$ cat src/rtl/sfq_pkg.sv
// Shared types and helpers for the clocked SFQ coincidence gate model.
package sfq_pkg;

  // Evaluation rule applied to the latched arrivals when the SFQ clock pulses.
  typedef enum logic [1:0] {
    SFQ_AND    = 2'd0,
    SFQ_OR     = 2'd1,
    SFQ_THRESH = 2'd2
  } sfq_mode_e;

  localparam int SFQ_MAX_IN = 16;

  // Number of set bits in a vector of up to 16 channels (narrower inputs are zero-extended).
  function automatic logic [4:0] popcount16(input logic [15:0] v);
    logic [4:0] c;
    c = '0;
    for (int i = 0; i < SFQ_MAX_IN; i++) begin
      c = c + {4'd0, v[i]};
    end
    return c;
  endfunction

endpackage

$ cat src/rtl/sfq_tgl_edge.sv
// Toggle-to-event converter: an SFQ pulse is any change of the sampled level.
module sfq_tgl_edge (
  input  logic clk,
  input  logic rst_n,
  input  logic tgl,
  output logic evt
);

  logic prev;

  // Remember last cycle's sample; reset assumes the line idles low.
  // NOTE: sequential state uses non-blocking assignments so every register
  // samples pre-edge values regardless of block ordering.
  always_ff @(posedge clk or negedge rst_n) begin
    if (!rst_n) prev <= 1'b0;
    else        prev <= tgl;
  end

  assign evt = tgl ^ prev;

endmodule

$ cat src/rtl/sfq_clocked_coincidence_gate.sv
// Cycle-based model of an N-input clocked SFQ coincidence gate (AND/OR/threshold),
// with toggle-encoded I/O, setup-age tracking and sticky violation flags.
module sfq_clocked_coincidence_gate
  import sfq_pkg::*;
#(
  parameter int N_IN      = 2,
  parameter int MODE      = 0,
  parameter int THRESH    = 2,
  parameter int SETUP_CYC = 1,
  parameter int CNT_W     = 8
) (
  input  logic             clk,
  input  logic             rst_n,
  input  logic [N_IN-1:0]  in_tgl,
  input  logic             clk_tgl,
  output logic             q_tgl,
  output logic             q_pulse,
  output logic [N_IN-1:0]  arrived,
  output logic             err_double,
  output logic             err_setup,
  output logic [CNT_W-1:0] pulse_cnt
);

  localparam sfq_mode_e MODE_E = sfq_mode_e'(2'(MODE));

  // Parameter sanity, reported at elaboration.
  if (N_IN < 2 || N_IN > SFQ_MAX_IN) begin : g_bad_n_in
    $error("sfq_clocked_coincidence_gate: N_IN=%0d outside 2..16", N_IN);
  end
  if (MODE < 0 || MODE > 2) begin : g_bad_mode
    $error("sfq_clocked_coincidence_gate: MODE=%0d is not 0, 1 or 2", MODE);
  end
  if (THRESH < 1 || THRESH > N_IN) begin : g_bad_thresh
    $error("sfq_clocked_coincidence_gate: THRESH=%0d outside 1..N_IN", THRESH);
  end
  if (SETUP_CYC < 0) begin : g_bad_setup
    $error("sfq_clocked_coincidence_gate: SETUP_CYC=%0d is negative", SETUP_CYC);
  end

  // Pulse detection on every data line and on the SFQ clock line.
  logic [N_IN-1:0] data_evt;
  logic            eval_evt;

  for (genvar i = 0; i < N_IN; i++) begin : g_data_edge
    sfq_tgl_edge u_edge (
      .clk   (clk),
      .rst_n (rst_n),
      .tgl   (in_tgl[i]),
      .evt   (data_evt[i])
    );
  end

  sfq_tgl_edge u_clk_edge (
    .clk   (clk),
    .rst_n (rst_n),
    .tgl   (clk_tgl),
    .evt   (eval_evt)
  );

  // Arrivals seen by an eval: already latched plus those landing in the same cycle.
  logic [N_IN-1:0] counted;
  logic [4:0]      count;
  logic            fire;
  logic            setup_viol;

  // Gate decision for the current cycle's arrival set.
  // NOTE: every always_comb output gets a default first so no path leaves it
  // unassigned and a latch can never be inferred.
  always_comb begin
    fire    = 1'b0;
    counted = arrived | data_evt;
    count   = popcount16(16'(counted));
    case (MODE_E)
      SFQ_AND:    fire = (count == 5'(N_IN));
      SFQ_OR:     fire = (count != 5'd0);
      SFQ_THRESH: fire = (count >= 5'(THRESH));
      default:    fire = 1'b0;
    endcase
  end

  // Per-channel age tracking exists only when the setup check is enabled.
  if (SETUP_CYC > 0) begin : g_setup
    localparam int AGE_W = (SETUP_CYC > 1) ? $clog2(SETUP_CYC + 1) : 1;
    localparam logic [AGE_W-1:0] AGE_MAX = AGE_W'(SETUP_CYC);

    logic [N_IN-1:0] young;

    for (genvar i = 0; i < N_IN; i++) begin : g_age
      logic [AGE_W-1:0] age;

      // Cycles since this channel's arrival, saturating at the setup requirement.
      always_ff @(posedge clk or negedge rst_n) begin
        if (!rst_n) begin
          age <= '0;
        end else if (eval_evt || (data_evt[i] && !arrived[i])) begin
          age <= '0;
        end else if (arrived[i] && age != AGE_MAX) begin
          age <= age + AGE_W'(1);
        end
      end

      // A same-cycle arrival counts as age 0, hence always too young.
      assign young[i] = (data_evt[i] & ~arrived[i]) |
                        (arrived[i] & (age < AGE_MAX));
    end

    assign setup_viol = |young;
  end else begin : g_no_setup
    assign setup_viol = 1'b0;
  end

  // Arrival latches, output toggle/strobe, pulse counter and sticky error flags.
  always_ff @(posedge clk or negedge rst_n) begin
    if (!rst_n) begin
      arrived    <= '0;
      q_tgl      <= 1'b0;
      q_pulse    <= 1'b0;
      err_double <= 1'b0;
      err_setup  <= 1'b0;
      pulse_cnt  <= '0;
    end else begin
      q_pulse <= 1'b0;

      if (|(data_evt & arrived)) err_double <= 1'b1;

      if (eval_evt) begin
        // Eval consumes latched and same-cycle arrivals alike; the window closes.
        arrived <= '0;
        if (setup_viol) err_setup <= 1'b1;
        if (fire) begin
          q_tgl     <= ~q_tgl;
          q_pulse   <= 1'b1;
          pulse_cnt <= pulse_cnt + CNT_W'(1);
        end
      end else begin
        arrived <= arrived | data_evt;
      end
    end
  end

endmodule

$ cat config.mk
export PLATFORM = sky130hd
export DESIGN_NAME = sfq_clocked_coincidence_gate
export DESIGN_NICKNAME = d
export VERILOG_FILES = /design/src/rtl/sfq_pkg.sv /design/src/rtl/sfq_tgl_edge.sv /design/src/rtl/sfq_clocked_coincidence_gate.sv
export SDC_FILE = /design/constraint.sdc
export NUM_CORES = 1
export LEC_CHECK = 0
export BUFFER_PORTS_ARGS = -buffer_cell sky130_fd_sc_hd__clkbuf_2
export CORE_UTILIZATION = 49
export DETAILED_ROUTE_END_ITERATION = 10
export GPL_TIMING_DRIVEN = 1
export PLACE_DENSITY = 0.77
export SETUP_SLACK_MARGIN = 0.3
export SKIP_LAST_GASP = 1
export SYNTH_ARGS = -nofsm -noshare
export SYNTH_HDL_FRONTEND = slang
export SYNTH_HIERARCHICAL = 1
export SYNTH_SLANG_ARGS = --single-unit
export TNS_END_PERCENT = 20
$ cat constraint.sdc
create_clock -name clk -period 1.8 [get_ports clk]
set_input_delay 0.27 -clock clk [delete_from_list [all_inputs] [get_ports clk]]
set_output_delay 0.27 -clock clk [all_outputs]
set_load 0.01 [all_outputs]
; ---- Word-level counts from Yosys, hierarchy flattened
; Index checks and enable logic that the tools add are counted.
; Widths: inputs -> output; s select.
[classes]
n_lt_le_gt_ge = 2
mux = 7
eq_ne = 1
reduce_logical = 14
addsub = 4
div = 0
bitwise = 16
mul = 0
shift = 0
[op_table]
columns = cell, n
row1 = $add 8x1->8 const B, 1
row2 = $mux 1, 6
row3 = $not 1->1, 5
row4 = $and 1x1->1, 4
row5 = $logic_and 1x1->1, 4
row6 = $reduce_and 2->1, 2
row7 = $reduce_bool 2->1, 2
row8 = $reduce_or 2->1, 2
row9 = $xor 1x1->1, 3
row10 = $add 1x1->1 const B, 2
row11 = $add 1x1->2, 1
row12 = $and 2x2->2, 1
row13 = $eq 2x2->1 const B, 1
row14 = $logic_not 1->1, 2
row15 = $logic_or 1x1->1, 2
row16 = $lt 1x1->1 const B, 2
row17 = $mux 2, 1
row18 = $or 1x1->1, 2
row19 = $or 2x2->2, 1
[totals]
word_cells = 55
latchBits = 0
reg_bits = 19
mem_bits_ro = 0
memories = 0
output_inout_bits = 14
ram_bits = 0

; ---- Depth between registers and ports, before layout
; Gate-level depths: netlist (run 1).
[depth]
word_depth = 6
mapped_depth = 5
mapped_depth_nobuf = 5

; ---- Hierarchy
; Netlist (run 1), hierarchy kept.
[by_module_without_submodules]
columns = mod, cells_each, seq_area_each_um2, instances, area_each_um2
row1 = sfq_clocked_coincidence_gate, 55, 400.4, 1, 664.4
row2 = sfq_tgl_edge, 2, 25.0, 3, 33.8

; ---- Worst setup path before layout (run 1)
; Ideal clock, no wire load.
[synth_timing]
path_type = flip-flop to flip-flop
startpoint = register u_clk_edge.prev
endpoint = register pulse_cnt[4]
arrival_time_ns = 1.349
setup_ns = 0.127
required_time_ns = 1.673
setup_slack_ns = 0.324
path_stages_with_launch = 6
cell_sequence = dfrtp_1 xor2_1 o221ai_4 inv_4 nand4_1 xnor2_1
[synth_between]
elab_chain_cells = 2
[synth_lines]
columns = item, line
row1 = start: declaration, sfq_tgl_edge.sv:9  ; logic prev;
row2 = start signal: assignment, sfq_tgl_edge.sv:16  ; else prev <= tgl;
row3 = $xor 1x1->1, sfq_tgl_edge.sv:19  ; assign evt = tgl ^ prev;
row4 = named net eval_evt, sfq_clocked_coincidence_gate.sv:42  ; logic eval_evt;
row5 = $reduce_and 2->1 (no source line), --
row6 = end signal: assignment, sfq_clocked_coincidence_gate.sv:133  ; pulse_cnt <= pulse_cnt + CNT_W'(1);
row7 = end: declaration, sfq_clocked_coincidence_gate.sv:21  ; output logic [CNT_W-1:0] pulse_cnt
; The timed path passes the listed nets, and every way through them passes these cells.
; A chain may end at the register's enable or synchronous reset.

; ---- Final worst setup path (run 1)
[layout_timing]
startpoint = register g_data_edge[0].u_edge.prev
endpoint = register pulse_cnt[4]
[layout_between]
elab_chain_cells = 5
[layout_lines]
columns = item, line
row1 = start: declaration, sfq_tgl_edge.sv:9
row2 = start signal: assignment, sfq_tgl_edge.sv:16
row3 = $xor 1x1->1, sfq_tgl_edge.sv:19
row4 = named net data_evt[0], sfq_clocked_coincidence_gate.sv:41  ; logic [N_IN-1:0] data_evt;
row5 = $or 2x2->2, sfq_clocked_coincidence_gate.sv:71  ; counted = arrived | data_evt;
row6 = $add 1x1->2, sfq_pkg.sv:18  ; c = c + {4'd0, v[i]};
row7 = $eq 2x2->1, sfq_clocked_coincidence_gate.sv:74  ; SFQ_AND: fire = (count == 5'(N_IN));
row8 = $reduce_and 2->1 (no source line), --
; The timed path passes the listed nets, and every way through them passes these cells.

==> results.py, run 1 <==
metrics = {
    "global_route": {
        "overflow": 0,
        "grt_pass1_vias": 494,
        "antenna_found_initial": 0,
        "track_usage_pct": 17.5,
        "grt_first_pass_wirelength_mm": 2.16,
        "grt_max_degree": 20,
    },
    "pwr": {
        "leakagePower_nw": 0.462,
        "peakVddDrop_mv": 0.712,
        "fin_total_pwr_mw": 1.12,
        "powerDensity_nw_per_um2": 1190,
    },
    "route": {
        "routed_wl_mm": 1.25,
        "drt-wirelength-per-cell_um": 12.4,
        "vias": 505,
        "first_pass_iters": 4,
        "drc_errors": 0,
        "viasPerCell": 5.00,
        "final_antenna_net_count": 0,
        "dr.first_iter.drc_count": 2,
    },
    "die": {
        "dieArea_um2": 1720,
        "fp-row-count": 13,
        "ioPinCount": 19,
        "die_x_um": 41.5,
        "core_um2": 1380,
        "dieHeight_um": 41.5,
        "start_util_pct": 55.4,
    },
    "final_layout": {
        "layout_common_cells": "dfrtp_1 (19), clkbuf_2 (18), nor2_1 (7)",
        "fillers": 108,
        "antenna_cells": 0,
        "final_common_cell": "dfrtp_1",
        "nets": 93,
        "drive_gt1_share_pct": 34.9,
        "syn_to_final_growth_pct": 23.0,
        "utilization_pct": 68.1,
    },
    "timing": {
        "fmax_mhz": 724,
        "rsz0062_at_grt": "no",
        "tightest_slew_ns": 0.460,
        "fin_setup_tns_ns": 0,
        "drv_slew": 0,
        "fin_skew_ns": 0.00463,
        "hold_viol": 0,
        "max_slew_margin_pct": 69.3,
        "setup_viol": 0,
        "fin_crit_sh_pct": 76.8,
        "finalCriticalPeriod_ns": 1.38,
    },
    "clock_tree": {
        "ctsHtreeMaxLevel": 1,
        "cts_setup_buffers": 0,
        "cts_max_path_buffers": 2,
        "path_clk_slew_ns": 0.11,
        "cts_root_buf": "clkbuf_4",
        "cts_buffers": 3,
        "cts_tree": "built",
        "clock_latency_ns": 0.30,
        "clkSinkCount": 19,
    },
    "logic_synthesis": {
        "ys_types": 18,
        "syn_inst": 61,
        "synth_area_um2": 766,
        "synthTopCellsByArea": "dfrtp_1 (62%), xor2_1 (6.9%), xnor2_1 (5.7%)",
        "ys_seq_area_share_pct": 62.1,
        "yosysTopAreaCell": "dfrtp_1",
        "synth_seq_cells": 19,
        "synth_top_area_share_pct": 62.1,
        "syn-num-nets": 67,
        "yosys_warnings": 6,
        "avgSynthCellArea_um2": 12.6,
    },
    "place": {
        "io_buffer_count": 18,
        "dpl.hpwl_um": 913,
        "gp_congestion": 0.806,
    },
    "critical_path": {
        "reg2reg_from": "g_data_edge[0].u_edge/prev",
        "crit_chain": "xor2_1 -> buf_4 -> o221ai_4 -> inv_4 -> nand4_1 -> xnor2_1",
        "critPathArrivalTime_ns": 1.61,
        "path_class": "flip-flop to flip-flop",
        "endpoint_kind": "flip-flop",
        "cp_num_buf_inv": 2,
        "max_stage_delay_ns": 0.39,
        "cp_slowest_cell": "dfrtp_1",
        "worstSetupStartpoint": "g_data_edge[0].u_edge/prev",
        "critical_path_required_ns": 2.02,
        "worstPathMaxFanout": 7,
        "critical-path-top-delay-family": "flip-flops",
        "start_kind": "flip-flop",
    },
    "worst_hold_path": {
        "min_path_type": "input pin to flip-flop",
        "hp-start": "in_tgl[0]",
    },
    "outcome": {
        "outcome": "finished clean",
    },
    "job": {
        "cap_violations": 0,
    },
}
==> synth_stat cells (all sizes together) <==
master / n
o221ai: 1
nor3: 2
nand2: 5
nand4: 3
a21o: 1
ha: 1
dfrtp: 19
inv: 3
a221o: 1
xor2: 6
nor2: 7
nand3: 1
and2: 2
and3: 1
xnor2: 5
o22ai: 1
a21oi: 2
==> registers in the layout, indices dropped and copies added (netlist names) <==
register                 count
u_clk_edge/prev              1
err_double                   1
err_setup                    1
g_data_edge.u_edge/prev      2
arrived                      2
pulse_cnt                    8
q_pulse                      1
q_tgl                        1
g_setup.g_age.age            2
==> power by group <==
group | internal (mW) | switching [mW] | total [mW] | leakage [nW]
clock network | 0.0828 | 0.136 | 0.219 | 0.0177
logic | 0.136 | 0.160 | 0.296 | 0.214
registers | 0.510 | 0.0952 | 0.606 | 0.231
==> kinds of logic after synthesis <==
family	count (synthesis)	share of synthesized area (%)
compound gates	6	7.84
flops	19	62.1
fa+ha+maj	1	1.63
buf+inv	3	1.80
xor+xnor	11	12.6
simple gates	21	14.1
==> timing repair <==
action                                  CTS  global route
resized for setup                         1             1
hold buffers                              1             0
endpoints found under the setup margin    2             3
pin swaps                                 0             2
gates cloned                              0             0
hold endpoints to repair                 19             0
==> area by class of cell <==
cell class / count / area (µm²) / share of cell area, %
Multi-Input combinational cell: 39 / 292 / 30.9
Timing Repair Buffer: 21 / 115 / 12.2
Sequential cell: 19 / 475 / 50.5
Inverter: 3 / 13.8 / 1.46
Clock inverter: 1 / 5.00 / 0.531
Clock buffer: 3 / 22.5 / 2.39
Tap cell: 15 / 18.8 / 1.99
==> metal layers <==
metal	vias up	global-route usage (%)	part of all wire, %
li1	253	-	-
met1	232	24.8	51
met2	18	21.6	41
met3	2	7.39	6.1
met4	0	11.6	1.8
met5	-	0	0
==> metrics by stage <==
| step | setup WS, ns | hold WS (ns) | std cells | cell area (µm²) |
|---|---|---|---|---|
| 6_report | 0.418 | 0.0941 | 101 | 942 |
| 5_1_grt | 0.310 | 0.0770 | 101 | 942 |
| 4_1_cts | 0.374 | 0.0827 | 101 | 935 |
| 3_5_place_dp | 0.314 | 0.244 | 96 | 890 |
| 3_3_place_gp | 0.340 | 0.237 | 96 | 890 |
| 2_1_floorplan | 0.324 | -0.0256 | 61 | 766 |
==> final timing paths <==
kind / to / slack (ns) / cells past startpoint
min in group asynchronous: arrived[0] / 0.44 / 2
worst min-delay path: g_data_edge[0].u_edge/prev / 0.09 / 1
worst min register to register: err_setup / 0.46 / 1
worst max-delay path: pulse_cnt[4] / 0.42 / 6
max in group asynchronous: pulse_cnt[2] / 1.05 / 2
worst max register to register: pulse_cnt[4] / 0.42 / 6
Power figures use the tool's default switching activity.
==> inputs of run 2 (changes only) <==
--- a/config.mk
+++ b/config.mk
@@ -6,10 +6,10 @@
 export NUM_CORES = 1
 export LEC_CHECK = 0
 export BUFFER_PORTS_ARGS = -buffer_cell sky130_fd_sc_hd__clkbuf_2
-export CORE_UTILIZATION = 49
+export CORE_UTILIZATION = 45
 export DETAILED_ROUTE_END_ITERATION = 10
 export GPL_TIMING_DRIVEN = 1
-export PLACE_DENSITY = 0.77
+export PLACE_DENSITY = 0.75
 export SETUP_SLACK_MARGIN = 0.3
 export SKIP_LAST_GASP = 1
 export SYNTH_ARGS = -nofsm -noshare
==> constraint.sdc (replaced) <==
create_clock -name clk -period 1.1 [get_ports clk]
set_input_delay 0.165 -clock clk [delete_from_list [all_inputs] [get_ports clk]]
set_output_delay 0.165 -clock clk [all_outputs]
set_load 0.01 [all_outputs]
==> results.py, run 2 (synthesized netlist as in run 1, its figures left out) <==
metrics = {
    "timing": {
        "setup_ws_ns": -0.173,
        "max_slew_margin_pct": 69.2,
        "fin_skew_ns": 0.00200,
        "finalCriticalPeriod_ns": 1.27,
        "fin_crit_sh_pct": 116,
        "fmax_mhz": 786,
        "setup_viol": 16,
        "rsz0062_at_grt": "yes",
        "drv_slew": 0,
        "tightest_slew_ns": 0.463,
        "hold_viol": 0,
    },
    "die": {
        "die_x_um": 43.3,
        "core_um2": 1540,
        "dieHeight_um": 43.3,
        "ioPinCount": 19,
        "fp-row-count": 14,
        "start_util_pct": 49.7,
        "dieArea_um2": 1870,
    },
    "clock_tree": {
        "clkSinkCount": 19,
        "cts_root_buf": "clkbuf_4",
        "cts_max_path_buffers": 2,
        "cts_tree": "built",
        "ctsHtreeMaxLevel": 1,
        "clock_latency_ns": 0.29,
        "path_clk_slew_ns": 0.10,
        "cts_buffers": 3,
    },
    "place": {
        "gp_congestion": 0.692,
        "io_buffer_count": 18,
        "dpl.hpwl_mm": 1.04,
        "dp.cells": 103,
        "placedInstanceArea_um2": 958,
    },
    "final_layout": {
        "final_cells": 110,
        "drive_gt1_share_pct": 43.6,
        "postLayoutCellArea_um2": 1030,
        "top_register": "pulse_cnt",
        "antenna_cells": 0,
        "largest_reg_flops": 8,
        "syn_to_final_growth_pct": 35.1,
        "nets": 101,
        "layout_common_cells": "dfrtp_1 (19), clkbuf_2 (18), buf_4 (9)",
        "final_common_cell": "dfrtp_1",
        "fillers": 131,
    },
    "route": {
        "viasPerCell": 5.00,
        "dr.first_iter.drc_count": 9,
        "first_pass_iters": 5,
        "drt-wirelength-per-cell_um": 13.3,
        "vias": 550,
        "drc_errors": 0,
        "final_antenna_net_count": 0,
        "routed_wl_mm": 1.46,
    },
    "pwr": {
        "leakagePower_nw": 0.510,
        "powerDensity_nw_per_um2": 1850,
        "switching_power_mw": 0.651,
        "power_frac_seq_pct": 51.0,
        "swShare_pct": 34.0,
        "combPwrFrac_pct": 31.1,
        "internal_power_mw": 1.27,
        "peakVddDrop_mv": 1.14,
        "power_frac_clock_pct": 17.9,
    },
    "outcome": {
        "violations": "setup timing",
        "outcome": "finished with violations",
    },
    "critical_path": {
        "worstPathMaxFanout": 5,
        "start_kind": "flip-flop",
        "path_class": "flip-flop to flip-flop",
        "endpoint_kind": "flip-flop",
        "crit_chain": "xor2_2 -> o221ai_4 -> inv_4 -> nand4_1 -> xnor2_1",
        "cp_slowest_cell": "dfrtp_1",
        "max_stage_delay_ns": 0.41,
        "critical_path_required_ns": 1.29,
        "critPathArrivalTime_ns": 1.46,
    },
    "global_route": {
        "overflow": 0,
        "grt_first_pass_wirelength_mm": 2.30,
        "track_usage_pct": 17.4,
        "grt_pass1_vias": 522,
        "antenna_found_initial": 0,
        "grt_max_degree": 20,
    },
    "worst_hold_path": {
        "min_path_type": "input pin to flip-flop",
    },
    "job": {
        "cap_violations": 0,
    },
}
[run 2: final timing paths]
kind	start	end	slack (ns)	cells after the start
worst max-delay path	u_clk_edge/prev	pulse_cnt[4]	-0.17	5
worst min-delay path	clk_tgl	u_clk_edge/prev	0.02	1
worst max register to register	u_clk_edge/prev	pulse_cnt[4]	-0.17	5
worst min register to register	pulse_cnt[7]	pulse_cnt[7]	0.48	1
max in group asynchronous	rst_n	pulse_cnt[1]	0.44	2
min in group asynchronous	rst_n	g_setup.g_age[0].age	0.34	2
[run 2: final cells by class]
class | count | area [µm²] | share of cell area, %
Tap cell | 16 | 20.0 | 1.93
Timing Repair Buffer | 29 | 179 | 17.3
Inverter | 3 | 13.8 | 1.33
Sequential cell | 19 | 475 | 45.9
Clock buffer | 4 | 26.3 | 2.54
Multi-Input combinational cell | 39 | 320 | 31.0
[run 2: per-layer routing]
metal	up-vias	global-route usage, %	wire (µm)	share of wire [%]
met4	0	7.27	23	1.6
met2	15	25.7	733	50
met5	-	0	0	0
met1	263	23.8	637	44
li1	268	-	-	-
met3	4	5.11	64	4.4
[run 2: repair_timing]
| action | CTS | global route |
|---|---|---|
| resized for setup | 0 | 6 |
| buffers inserted | 0 | 2 |
| endpoints found under the hold margin | 19 | 0 |
| endpoints found under the setup margin | 30 | 30 |
| pin swaps | 4 | 3 |
| hold buffers | 1 | 0 |
[run 2: power groups by stage]
stage | Clock (mW) | Combinational, mW | Sequential, mW
after global placement | 0 | 0.546 | 0.982
after detailed placement | 0 | 0.562 | 0.988
final | 0.344 | 0.597 | 0.978
after global routing | 0.373 | 0.652 | 1.00
after floorplan | 0 | 0.227 | 1.04
after CTS | 0.358 | 0.568 | 0.974
[run 2: through the flow]
stage          power [mW]  TNS (ns)  util [%]  hold WS [ns]  setup WS [ns]
2_1_floorplan        1.27     -1.23         -        -0.131         -0.223
6_report             1.92     -1.71      67.1        0.0198         -0.173
3_3_place_gp         1.53     -1.20      62.2         0.128         -0.146
5_1_grt              2.03     -2.93      67.1        0.0143         -0.285
3_5_place_dp         1.55     -1.59      62.2         0.138         -0.208
4_1_cts              1.90     -1.57      64.5        0.0189         -0.185
[run 2: worst max-delay path: cells and delay by family (launching register included)]
family                 cells  cell delay [ns]
flip-flops                 1             0.41
AO/OA/AOI/OAI              1             0.18
buffers and inverters      1             0.10
AND/OR/NAND/NOR            1             0.12
XOR/XNOR                   2             0.36
==> inputs of run 3 (changes only) <==
--- a/config.mk
+++ b/config.mk
@@ -9,6 +9,7 @@
 export CORE_UTILIZATION = 45
 export DETAILED_ROUTE_END_ITERATION = 10
 export GPL_TIMING_DRIVEN = 1
+export MAX_ROUTING_LAYER = met4
 export PLACE_DENSITY = 0.75
 export SETUP_SLACK_MARGIN = 0.3
 export SKIP_LAST_GASP = 1
==> results.py, run 3 (synthesized netlist as in run 1, its figures left out) <==
metrics = {
    "die": {
        "dieHeight_um": 43.3,
        "dieArea_um2": 1870,
        "fp-row-count": 14,
        "start_util_pct": 49.7,
        "die_x_um": 43.3,
        "ioPinCount": 19,
        "core_um2": 1540,
    },
    "global_route": {
        "antenna_found_initial": 0,
        "overflow": 0,
        "grt_pass1_vias": 522,
        "grt_max_degree": 20,
        "track_usage_pct": 17.9,
        "grt_first_pass_wirelength_mm": 2.30,
    },
    "timing": {
        "setup_ws_ns": -0.172,
        "finalCriticalPeriod_ns": 1.27,
        "tightest_slew_ns": 0.466,
        "max_slew_margin_pct": 69.0,
        "drv_slew": 0,
        "hold_viol": 0,
        "rsz0062_at_grt": "yes",
        "fin_crit_sh_pct": 116,
        "setup_viol": 16,
        "fmax_mhz": 786,
        "fin_skew_ns": 0.00159,
    },
    "route": {
        "drt-wirelength-per-cell_um": 13.3,
        "dr.first_iter.drc_count": 8,
        "viasPerCell": 5.02,
        "first_pass_iters": 5,
        "final_antenna_net_count": 0,
        "drc_errors": 0,
        "vias": 552,
        "routed_wl_mm": 1.47,
    },
    "job": {
        "cap_violations": 0,
    },
    "pwr": {
        "swShare_pct": 34.0,
        "peakVddDrop_mv": 1.14,
        "combPwrFrac_pct": 31.1,
        "power_frac_seq_pct": 51.0,
        "power_frac_clock_pct": 17.9,
        "internal_power_mw": 1.27,
        "fin_total_pwr_mw": 1.92,
        "leakagePower_nw": 0.510,
        "switching_power_mw": 0.651,
        "powerDensity_nw_per_um2": 1850,
    },
    "final_layout": {
        "antenna_cells": 0,
        "largest_reg_flops": 8,
        "layout_common_cells": "dfrtp_1 (19), clkbuf_2 (18), buf_4 (9)",
        "final_common_cell": "dfrtp_1",
        "drive_gt1_share_pct": 43.6,
        "top_register": "pulse_cnt",
        "nets": 101,
        "syn_to_final_growth_pct": 35.1,
        "fillers": 131,
    },
    "clock_tree": {
        "ctsHtreeMaxLevel": 1,
        "cts_max_path_buffers": 2,
        "cts_tree": "built",
        "cts_root_buf": "clkbuf_4",
        "path_clk_slew_ns": 0.10,
        "clock_latency_ns": 0.29,
        "cts_buffers": 3,
        "clkSinkCount": 19,
    },
    "critical_path": {
        "critPathArrivalTime_ns": 1.46,
        "worstPathMaxFanout": 5,
        "r2r_cells": 5,
        "start_kind": "flip-flop",
        "rrSetupSlack_ns": -0.17,
        "critical_path_required_ns": 1.29,
        "reg2reg_from": "u_clk_edge/prev",
        "worstReg2RegEnd": "pulse_cnt[4]",
        "path_class": "flip-flop to flip-flop",
        "endpoint_kind": "flip-flop",
        "worstSetupStartpoint": "u_clk_edge/prev",
        "endpoint": "pulse_cnt[4]",
    },
    "outcome": {
        "violations": "setup timing",
        "outcome": "finished with violations",
    },
    "place": {
        "io_buffer_count": 18,
        "gp_congestion": 0.699,
        "detailedPlace.worstSlack_ns": -0.208,
        "dpl.hpwl_mm": 1.04,
    },
    "worst_hold_path": {
        "min_path_type": "input pin to flip-flop",
    },
}
==> run 3: cell counts in the layout (fill, tap and decap cells not counted) <==
No cell type changed its count.
==> run 3: layout make-up <==
cell class	instances	area, µm²	share of cell area (%)
inverter	3	13.8	1.33
multi-input combinational	39	320	31.0
timing repair buffer	29	179	17.3
tap	16	20.0	1.93
clock buffer	4	26.3	2.54
sequential	19	475	45.9
==> run 3: power groups by stage <==
stage / clock network (mW) / registers (mW) / logic, mW
floorplan: 0 / 1.04 / 0.227
global placement: 0 / 0.982 / 0.546
detailed placement: 0 / 0.988 / 0.562
CTS: 0.358 / 0.974 / 0.568
global route: 0.373 / 1.00 / 0.652
finish: 0.343 / 0.978 / 0.597
==> run 3: worst min-delay path by stage <==
stage,start,to,cells after the start
6_report,clk_tgl,u_clk_edge/prev,1
5_1_grt,clk_tgl,u_clk_edge/prev,1
4_1_cts,clk_tgl,u_clk_edge/prev,1
3_5_place_dp,rst_n,g_setup.g_age[0].age,1
3_3_place_gp,rst_n,g_setup.g_age[0].age,1
2_1_floorplan,rst_n,arrived[0],0
==> run 3: stage by stage <==
| stage | hold slack [ns] | util, % | instance area [µm²] | cells | setup TNS, ns |
|---|---|---|---|---|---|
| 3_3_place_gp | 0.128 | 62.2 | 958 | 103 | -1.20 |
| 2_1_floorplan | -0.131 | - | 788 | 61 | -1.23 |
| 3_5_place_dp | 0.138 | 62.2 | 958 | 103 | -1.59 |
| 5_1_grt | 0.0143 | 67.1 | 1030 | 110 | -2.93 |
| 6_report | 0.0203 | 67.1 | 1030 | 110 | -1.71 |
| 4_1_cts | 0.0189 | 64.5 | 995 | 108 | -1.57 |
==> run 3: layer usage <==
layer / vias up / wire length, µm / GRT usage [%] / share of wire [%]
met5: - / 0 / - / 0
li1: 269 / - / - / -
met4: 0 / 23 / 7.27 / 1.6
met2: 15 / 732 / 25.7 / 50
met1: 264 / 646 / 23.8 / 44
met3: 4 / 64 / 5.11 / 4.4
==> run 3: timing repair <==
item	4_1_cts	5_1_grt
pin swaps	4	3
hold buffers	1	0
hold endpoints to repair	19	0
gates resized for setup	0	6
setup buffers	0	2
gates cloned	0	0
setup endpoints to repair	30	30
==> run 3: critical path, stage by stage (launching register included) <==
cell	delay, ns
dfrtp_1	0.41
xor2_2	0.21
o221ai_4	0.18
inv_4	0.10
nand4_1	0.12
xnor2_1	0.15
